$ cat config.mk
export PLATFORM = sky130hd
export DESIGN_NAME = ddr_cmd_scheduler_flat
export DESIGN_NICKNAME = d
export VERILOG_FILES = /design/src/rtl/ddr_cmd_scheduler_pkg.sv /design/src/rtl/ddr_cmd_scheduler_if.sv /design/src/rtl/ddr_req_fifo.sv /design/src/rtl/ddr_cmd_scheduler.sv /design/src/flat_wrapper.sv
export SDC_FILE = /design/constraint.sdc
export NUM_CORES = 1
export LEC_CHECK = 0
export CAP_MARGIN = 20
export CORE_MARGIN = 2
export CORE_UTILIZATION = 50
export CTS_CLUSTER_SIZE = 16
export DETAILED_ROUTE_END_ITERATION = 10
export PLACE_DENSITY = 0.71
export SYNTH_ARGS = -nofsm -noshare
export SYNTH_HDL_FRONTEND = slang
export SYNTH_SLANG_ARGS = --single-unit
$ cat constraint.sdc
create_clock -name clock_t -period 4 [get_ports clock_t]
set_input_delay 1.2 -clock clock_t [delete_from_list [all_inputs] [get_ports clock_t]]
set_output_delay 1.2 -clock clock_t [all_outputs]
set_load 0.005 [all_outputs]
$ cat src/rtl/ddr_cmd_scheduler_pkg.sv
// Shared types and constants for the DDR command scheduler.
//   input_data_type : command payload (address, write data, direction)
//   sched_state_e   : issue FSM states
//   rr_pick         : two-way round-robin winner selection
package ddr_package;

  localparam int unsigned ADDR_W         = 28;
  localparam int unsigned DATA_W         = 64;
  localparam int unsigned DEF_FIFO_DEPTH = 4;
  localparam int unsigned DEF_CNT_W      = 16;

  typedef enum logic {
    READ  = 1'b0,
    WRITE = 1'b1
  } rw_e;

  typedef struct packed {
    logic [ADDR_W-1:0] physical_addr;
    logic [DATA_W-1:0] data_wr;
    rw_e               rw;
  } input_data_type;

  typedef enum logic [1:0] {
    IDLE  = 2'd0,
    ISSUE = 2'd1,
    WAIT  = 2'd2
  } sched_state_e;

  // Winner index: the port not last granted when both are pending,
  // otherwise whichever port is pending (port 1 iff port 0 is empty).
  function automatic logic rr_pick(input logic ne0, input logic ne1, input logic last);
    return (ne0 && ne1) ? ~last : ~ne0;
  endfunction

endpackage

$ cat src/rtl/ddr_cmd_scheduler_if.sv
// Requester-side bundle for the two command ports.
//   reqN_valid / reqN_data : requester offers a command
//   reqN_ready             : scheduler FIFO N can accept (combinational !full)
// master = requester side, slave = scheduler side.
interface ddr_cmd_scheduler_if;
  import ddr_package::*;

  logic           req0_valid;
  input_data_type req0_data;
  logic           req0_ready;
  logic           req1_valid;
  input_data_type req1_data;
  logic           req1_ready;

  modport master (
    output req0_valid, req0_data, req1_valid, req1_data,
    input  req0_ready, req1_ready
  );

  modport slave (
    input  req0_valid, req0_data, req1_valid, req1_data,
    output req0_ready, req1_ready
  );

endinterface

$ cat src/rtl/ddr_req_fifo.sv
// Per-requester command queue.
//   clk, rst_n : clock, async active-low reset (empties the queue)
//   push, din  : write din when not full
//   pop        : drop head entry when not empty
//   full/empty : occupancy flags, registered-pointer derived
//   dout       : head entry (valid when !empty)
module ddr_req_fifo
  import ddr_package::*;
#(
  parameter int unsigned DEPTH = DEF_FIFO_DEPTH,
  parameter type         T     = input_data_type
) (
  input  logic clk,
  input  logic rst_n,
  input  logic push,
  input  logic pop,
  input  T     din,
  output logic full,
  output logic empty,
  output T     dout
);

  localparam int unsigned PTR_W = $clog2(DEPTH);
  localparam int unsigned PW    = PTR_W + 1;

  // Pointers carry one extra wrap bit to tell full from empty.
  logic [PW-1:0] wr_ptr_q, wr_ptr_d;
  logic [PW-1:0] rd_ptr_q, rd_ptr_d;
  T              mem_q [DEPTH];
  T              mem_d [DEPTH];
  logic          do_push;
  logic          do_pop;

  assign full  = (wr_ptr_q[PTR_W] != rd_ptr_q[PTR_W]) &&
                 (wr_ptr_q[PTR_W-1:0] == rd_ptr_q[PTR_W-1:0]);
  assign empty = (wr_ptr_q == rd_ptr_q);
  assign dout  = mem_q[rd_ptr_q[PTR_W-1:0]];

  // Push is refused when full even if a pop happens the same cycle.
  assign do_push = push && !full;
  assign do_pop  = pop && !empty;

  // Next-state for pointers and storage.
  always_comb begin
    wr_ptr_d = wr_ptr_q;
    rd_ptr_d = rd_ptr_q;
    mem_d    = mem_q;
    if (do_push) begin
      mem_d[wr_ptr_q[PTR_W-1:0]] = din;
      wr_ptr_d = wr_ptr_q + PW'(1);
    end
    if (do_pop) begin
      rd_ptr_d = rd_ptr_q + PW'(1);
    end
  end

  // Pointer registers.
  always_ff @(posedge clk or negedge rst_n) begin
    if (!rst_n) begin
      wr_ptr_q <= '0;
      rd_ptr_q <= '0;
    end else begin
      wr_ptr_q <= wr_ptr_d;
      rd_ptr_q <= rd_ptr_d;
    end
  end

  // Storage needs no reset; entries are only read behind a valid pointer.
  always_ff @(posedge clk) begin
    mem_q <= mem_d;
  end

endmodule

$ cat src/rtl/ddr_cmd_scheduler.sv
// Two-port round-robin DDR command scheduler.
//   clock_t, reset_n : clock, async active-low reset
//   req_if (slave)   : two requester ports, each with its own FIFO
//   dev_busy         : controller busy, blocks issue
//   next_cmd         : controller can take a command
//   act_cmd          : one-cycle issue strobe
//   data, cmd_src    : last issued command and its port, held until next issue
//   cmd_count        : wrapping count of issued commands
module ddr_cmd_scheduler
  import ddr_package::*;
#(
  parameter int unsigned FIFO_DEPTH = DEF_FIFO_DEPTH,
  parameter int unsigned CNT_W      = DEF_CNT_W
) (
  input  logic                 clock_t,
  input  logic                 reset_n,
  ddr_cmd_scheduler_if.slave   req_if,
  input  logic                 dev_busy,
  input  logic                 next_cmd,
  output logic                 act_cmd,
  output input_data_type       data,
  output logic                 cmd_src,
  output logic [CNT_W-1:0]     cmd_count
);

  logic           full0, empty0, push0, pop0;
  logic           full1, empty1, push1, pop1;
  input_data_type dout0, dout1;

  sched_state_e   state_q, state_d;
  logic           act_cmd_q, act_cmd_d;
  input_data_type data_q, data_d;
  logic           cmd_src_q, cmd_src_d;
  logic [CNT_W-1:0] cmd_count_q, cmd_count_d;
  logic           last_grant_q, last_grant_d;

  logic           grant;
  logic           ctrl_ready;
  logic           any_pending;

  assign req_if.req0_ready = !full0;
  assign req_if.req1_ready = !full1;
  assign push0 = req_if.req0_valid && !full0;
  assign push1 = req_if.req1_valid && !full1;

  ddr_req_fifo #(
    .DEPTH (FIFO_DEPTH),
    .T     (input_data_type)
  ) u_fifo0 (
    .clk   (clock_t),
    .rst_n (reset_n),
    .push  (push0),
    .pop   (pop0),
    .din   (req_if.req0_data),
    .full  (full0),
    .empty (empty0),
    .dout  (dout0)
  );

  ddr_req_fifo #(
    .DEPTH (FIFO_DEPTH),
    .T     (input_data_type)
  ) u_fifo1 (
    .clk   (clock_t),
    .rst_n (reset_n),
    .push  (push1),
    .pop   (pop1),
    .din   (req_if.req1_data),
    .full  (full1),
    .empty (empty1),
    .dout  (dout1)
  );

  assign any_pending = !empty0 || !empty1;
  assign ctrl_ready  = next_cmd && !dev_busy;
  assign grant       = rr_pick(!empty0, !empty1, last_grant_q);

  // Issue FSM: IDLE pops the winner, ISSUE drops the strobe, WAIT holds
  // until the controller is ready again. Gives a 3-cycle minimum spacing.
  always_comb begin
    state_d      = state_q;
    act_cmd_d    = 1'b0;
    data_d       = data_q;
    cmd_src_d    = cmd_src_q;
    cmd_count_d  = cmd_count_q;
    last_grant_d = last_grant_q;
    pop0         = 1'b0;
    pop1         = 1'b0;
    case (state_q)
      IDLE: begin
        if (any_pending && ctrl_ready) begin
          pop0         = !grant;
          pop1         = grant;
          data_d       = grant ? dout1 : dout0;
          cmd_src_d    = grant;
          last_grant_d = grant;
          act_cmd_d    = 1'b1;
          cmd_count_d  = cmd_count_q + CNT_W'(1);
          state_d      = ISSUE;
        end
      end
      ISSUE: begin
        state_d = WAIT;
      end
      WAIT: begin
        if (ctrl_ready) begin
          state_d = IDLE;
        end
      end
      default: begin
        state_d = IDLE;
      end
    endcase
  end

  // last_grant resets to 1 so port 0 wins the first arbitration.
  always_ff @(posedge clock_t or negedge reset_n) begin
    if (!reset_n) begin
      state_q      <= IDLE;
      act_cmd_q    <= 1'b0;
      data_q       <= '0;
      cmd_src_q    <= 1'b0;
      cmd_count_q  <= '0;
      last_grant_q <= 1'b1;
    end else begin
      state_q      <= state_d;
      act_cmd_q    <= act_cmd_d;
      data_q       <= data_d;
      cmd_src_q    <= cmd_src_d;
      cmd_count_q  <= cmd_count_d;
      last_grant_q <= last_grant_d;
    end
  end

  assign act_cmd   = act_cmd_q;
  assign data      = data_q;
  assign cmd_src   = cmd_src_q;
  assign cmd_count = cmd_count_q;

endmodule

$ cat src/flat_wrapper.sv
// flat-port wrapper written by rule: the top's interface ports become plain ports
module ddr_cmd_scheduler_flat import ddr_package::*;
#(
  parameter int unsigned FIFO_DEPTH = DEF_FIFO_DEPTH,
  parameter int unsigned CNT_W      = DEF_CNT_W
)
  (clock_t, reset_n, dev_busy, next_cmd, act_cmd, data, cmd_src, cmd_count, req_if_req0_valid, req_if_req0_data, req_if_req1_valid, req_if_req1_data, req_if_req0_ready, req_if_req1_ready);
  ddr_cmd_scheduler_if req_if_i ();
  input  logic clock_t;
  input  logic reset_n;
  input  logic dev_busy;
  input  logic next_cmd;
  output logic act_cmd;
  output input_data_type data;
  output logic cmd_src;
  output logic [CNT_W-1:0] cmd_count;
  input wire logic [$bits(req_if_i.req0_valid)-1:0] req_if_req0_valid;
  input wire logic [$bits(req_if_i.req0_data)-1:0] req_if_req0_data;
  input wire logic [$bits(req_if_i.req1_valid)-1:0] req_if_req1_valid;
  input wire logic [$bits(req_if_i.req1_data)-1:0] req_if_req1_data;
  output wire logic [$bits(req_if_i.req0_ready)-1:0] req_if_req0_ready;
  output wire logic [$bits(req_if_i.req1_ready)-1:0] req_if_req1_ready;
  assign req_if_i.req0_valid = req_if_req0_valid;
  assign req_if_i.req0_data = req_if_req0_data;
  assign req_if_i.req1_valid = req_if_req1_valid;
  assign req_if_i.req1_data = req_if_req1_data;
  assign req_if_req0_ready = req_if_i.req0_ready;
  assign req_if_req1_ready = req_if_i.req1_ready;
  ddr_cmd_scheduler #(.FIFO_DEPTH(FIFO_DEPTH), .CNT_W(CNT_W)) u_core (.clock_t(clock_t), .reset_n(reset_n), .req_if(req_if_i), .dev_busy(dev_busy), .next_cmd(next_cmd), .act_cmd(act_cmd), .data(data), .cmd_src(cmd_src), .cmd_count(cmd_count));
endmodule
==> impl_metrics.json <==
{
  "ctsHoldBuffers": 0,
  "first_pass_iters": 6,
  "fin_tns_setup_ps": 0,
  "crit_buf_inv": 1,
  "p_leak_uw": 0.0136,
  "crit_slowest_cell": "dfrtp_4",
  "htree_levels": 3,
  "tightestPinTransition_ps": 923,
  "nNetsFinal": 1987,
  "timing.final.crit_share": 0.920,
  "finalSetupViolations": 0,
  "finalHoldViolCount": 0,
  "die_w_um": 257,
  "crit_type": "reg2out",
  "cts_setup_buffers": 0,
  "vias": 15951,
  "ys_ff_latch": 870,
  "rsz0062_at_grt": "false",
  "wl_mm": 74.4,
  "layout.cells.non_filler": 2717,
  "drtIter0Drc": 1763,
  "vias_per_cell": 5.87,
  "cp_data_arrival_time_ps": 2480,
  "cts_made_buffers": 88,
  "r2r_slack_ps": 940,
  "async_reset_ff_frac": 0.145,
  "dieArea_um2": 66300,
  "crit_required_ps": 2800,
  "critPathTopFamily": "flip-flops",
  "coreArea_um2": 63300,
  "clkLatencyLatePin_ps": 640,
  "cts_sinks": 870,
  "die_h_um": 257,
  "path_max_fanout": 21,
  "dp_slack_ps": 429,
  "grt_pass1_vias": 16999,
  "rows": 92,
  "outcome": "completed",
  "dpl.hpwl_mm": 42.2,
  "fmax_ghz": 0.272,
  "clock-root-buffer": "clkbuf_16",
  "cts_resized": 0,
  "grt_max_degree": 96,
  "start_util": 0.507,
  "ys.flop_type": "edfxtp_1",
  "io_buffers": 304,
  "cp-end-kind": "primary output",
  "cts_tree": "done",
  "cts.path.max_buffers": 3,
  "yosysWarnings": 0,
  "dp_cells": 2540,
  "synth_edf_count": 744,
  "powerDensity_nw_per_um2": 743,
  "clkTransAtPathRegs_ps": 60,
  "ant_nets": 0,
  "grt_pass1_wl_mm": 110,
  "slew_violations": 0,
  "syn_nets": 1637,
  "post_drt_wl_per_cell_um": 27.4,
  "ys_seq_area_frac": 0.794,
  "syn-cell-area_um2": 32100,
  "hold_path_class": "reg2reg",
  "crit_chain": "xnor2_1, nand3_1, clkdlybuf4s50_1",
  "layout-drive-gt1-share": 0.200,
  "fin_util": 0.621,
  "n_fill_cell": 4316,
  "final.setup_skew_ps": 22.8,
  "yosys.cell_types.count": 33,
  "drcViolationCount": 0,
  "gp_congestion": 0.768,
  "grt_antenna_before_repair": 16,
  "fin_ws_ps": 321,
  "avgSynthCellArea_um2": 22.4,
  "maxCapViolCount": 0,
  "crit_path_max_incr_delay_ps": 660,
  "overflow": 0,
  "final.min_clock_period_ps": 3680,
  "cp-start-kind": "flip-flop",
  "grt_use_total": 0.226,
  "io_pins": 305,
  "area_growth_pct": 22.4,
  "max_slew_margin": 0.384,
  "ir_drop_mv": 0.614,
  "synthCells": 1434
}
## worst register-to-register path: stages, from the launching register on
cell and delay [ps]:
dfrtp_4 690, buf_4 650, buf_4 730, mux4_2 450, a222oi_1 350, inv_1 70
## cell families (layout without fill, tap and decap cells)
family	after synthesis	count (layout)	synth area share
fa+ha+maj	11	11	0.00428
mux	189	189	0.131
other cells	0	12	0
buf+inv	178	603	0.0227
simple gates	59	59	0.00951
flops	870	870	0.794
xor+xnor	29	29	0.00791
compound gates	98	98	0.0304
## area by class of cell
class                      count  area, um^2  area share
tap                          846        1060      0.0269
clock inverter                41         322     0.00818
sequential                   870       25500       0.649
inverter                      99         372     0.00945
timing repair buffer         339        3570      0.0908
clock buffer                 124        2500      0.0636
antenna                       12        30.0    0.000764
multi-input combinational    386        5960       0.152
## report_power, final
| part | total (uW) | switching [uW] | leakage (uW) | internal (uW) |
|---|---|---|---|---|
| Clock | 7930 | 3360 | 0.00139 | 4570 |
| Sequential | 13200 | 853 | 0.00839 | 12300 |
| Combinational | 8130 | 4190 | 0.00380 | 3940 |
| Total | 29200 | 8410 | 0.0136 | 20800 |
## worst paths after layout
path / from / end / depth (start not counted)
max in group asynchronous: reset_n / u_core.data[62] / 2
setup reg to reg: u_core.u_fifo1.rd_ptr_q[1] / u_core.data[60] / 5
hold reg to reg: u_core.cmd_count[15] / u_core.cmd_count[15] / 1
min in group asynchronous: reset_n / u_core.cmd_count[6] / 1
setup / recovery: u_core.u_fifo1.rd_ptr_q[1] / req_if_req1_ready / 3
hold / removal: u_core.cmd_count[15] / u_core.cmd_count[15] / 1
## synthesized netlist by cell type (all sizes together), types with 2 or more instances
cell type	number	area [um^2]
edfxtp	744	22300
mux4	186	4190
dfrtp	125	3130
inv	99	372
a222oi	93	931
clkbuf	44	165
buf	35	193
xnor2	15	131
nand2	14	52.6
xor2	14	123
ha	11	138
and3	10	62.6
nand3	10	50.1
nor3	6	30.0
nor2	5	18.8
and2	3	18.8
nand4	3	18.8
mux2	2	22.5
nor4	2	12.5
o21ai	2	10.0
or3	2	12.5
## sequential cells by signal, summed over array words and instances, names as in the netlist
register                 flops
u_core.state_q               2
u_core.u_fifo1.mem_q       372
u_core.u_fifo0.mem_q       372
u_core.u_fifo1.rd_ptr_q      3
u_core.u_fifo0.rd_ptr_q      3
u_core.act_cmd               1
u_core.cmd_src               1
u_core.cmd_count            16
u_core.data                 93
u_core.u_fifo1.wr_ptr_q      3
u_core.u_fifo0.wr_ptr_q      3
u_core.last_grant_q          1
## placed cells by master (no fill, tap or decap), types with 3 or more instances in the layout
cell and count:
inv_1 99, and2_1 3, clkbuf_16 90, clkbuf_1 22, and3_4 8, nor2_1 5
mux4_2 186, clkbuf_8 12, dfrtp_4 4, nand4_1 3, clkinv_1 13, xor2_1 14
inv_6 3, a222oi_1 93, bufinv_16 3, nand2_1 14, buf_12 21, edfxtp_1 744
buf_4 14, diode_2 12, ha_1 11, nand3_1 10, xnor2_1 15, clkdlybuf4s50_1 303
nor3_1 6, dfrtp_1 121, clkinv_2 16
## routing by layer
layer	track usage	share of wire	vias up	wire length, um
li1	-	-	6717	-
met1	0.303	0.40	8455	29600
met2	0.372	0.50	659	37200
met3	0.0511	0.078	106	5830
met4	0.0742	0.022	14	1600
met5	0	0.0012	-	89
## metrics by stage
step                      total power (uW)  cell area, um^2  hold slack, ps
after floorplan                      18100            32100             460
after global placement               21300            36500             475
after detailed placement             21600            36500             468
after CTS                            29600            39300             477
after global routing                 30500            39300             498
final                                29200            39300             480
No activity file was read; power rests on OpenSTA's default activity.
==> variant: new RTL, same flow settings <==
Encoding of `sched_state_e`: now one-hot (3 bits for 3 states).
--- a/src/rtl/ddr_cmd_scheduler_pkg.sv
+++ b/src/rtl/ddr_cmd_scheduler_pkg.sv
@@ -20,10 +20,10 @@
     rw_e               rw;
   } input_data_type;
 
-  typedef enum logic [1:0] {
-    IDLE  = 2'd0,
-    ISSUE = 2'd1,
-    WAIT  = 2'd2
+  typedef enum logic [2:0] {
+    IDLE  = 3'b001,
+    ISSUE = 3'b010,
+    WAIT  = 3'b100
   } sched_state_e;
 
   // Winner index: the port not last granted when both are pending,
Behaviour: same outputs for any inputs over 4 cycles, from zero or initial values and one cycle with reset_n low; so few cycles prove little.
==> variant against the original RTL <==
- final area increased by 3.1%
- routed wire length increased by 1.9%
- total power increased by 4.1%
- sequential cell count increased by 1
- largest cell class unchanged
- non-clock buffer count increased by 7
- sequential power about the same
- setup slack improved by 0.43 ns
- die area increased by 3.8%
- synthesized area increased by 3.8%
- critical path type unchanged
==> variant: results (changes against the original RTL) <==
| Metric | Value |
|---|---|
| Gpl congestion | 0.775 (was 0.768) |
| Synth Net Count | 1855 (was 1637) |
| Layout fillers | 4618 (was 4316) |
| Status | complete, no violations (unchanged) |
| Fraction of area in multi-input gates | 16.4% (was 15.2%) |
| Worst slew pin tran | 0.898 ns (was 0.923 ns) |
| R2R Path End | u_core.data[61]$_DFFE_PN0P_ (was u_core.data[60]$_DFFE_PN0P_) |
| Clk sinks | 871 (was 870) |
| Worst Skew | 0.0201 ns (was 0.0228 ns) |
| CP max FO | 4 (was 21) |
| Core area | 65900 um^2 (was 63300 um^2) |
| Logic inverters | 197 (was 99) |
| Number of global-route vias before repair | 17759 (was 16999) |
| Ant diodes | 11 (was 12) |
| Clock buf/inv share | 7.16% (was 7.18%) |
| Hpwl dp | 45600 um (was 42200 um) |
| Non-clock buffer count | 346 (was 339) |
| Max IR drop VDD | 0.627 mV (was 0.614 mV) |
| Number of distinct library cells after synthesis | 40 (was 33) |
| Synth area leaders | edfxtp_1 67%, mux4_2 13%, dfrtp_1 9.4%, inv_1 2.2%, o221ai_1 2.2% (was edfxtp_1 70%, mux4_2 13%, dfrtp_1 9.7%, a222oi_1 2.9%, inv_1 1.2%) |
| Critical-path top delay cell | clkdlybuf4s50_1 (was dfrtp_4) |
| Clkbuf count | 134 (was 124) |
| Sequential share of the synthesized area | 76.5% (was 79.4%) |
| Most frequent cells after synthesis | 744 x edfxtp_1, 197 x inv_1, 186 x mux4_2, 125 x dfrtp_1, 96 x nand4_1 (was 744 x edfxtp_1, 186 x mux4_2, 125 x dfrtp_1, 99 x inv_1, 93 x a222oi_1) |
| Adder-cell share of the synthesized area | 0.413% (was 0.428%) |
| Compound-cell area share of the yosys netlist | 3.20% (was 3.04%) |
| Reg2reg setup slack | 1.28 ns (was 0.94 ns) |
| Multi-input combinational cell count | 484 (was 386) |
==> variant: cell count changes in the layout (fill, tap and decap cells not counted), moves of 7 or more <==
cell and change:
inv_1 +98, a222oi_1 -93, nand4_1 +93, o221ai_1 +83, o221ai_2 +10, buf_4 +9, clkinv_1 -9, xor2_1 -9
and2_4 +8, and3_4 -8, nand2_1 -8, o2111ai_1 +7, o211ai_1 +7
==> variant: stage by stage <==
step	setup WS, ns	cells	power [mW]	hold slack (ns)	utilization [%]
after floorplan	0.760	1652	18.8	0.469	-
after global placement	0.521	2762	22.4	0.465	57.1
after detailed placement	0.485	2762	22.6	0.470	57.1
after CTS	0.717	2926	30.8	0.478	61.5
after global routing	0.681	2932	31.8	0.502	61.5
final	0.750	2937	30.4	0.479	61.6
==> variant: layer usage <==
layer / global-route usage [%] / part of all wire (%)
met1: 30.1 / 41
met3: 5.64 / 7.7
met5: 0 / 0.24
met2: 35.4 / 49
met4: 7.11 / 2.5
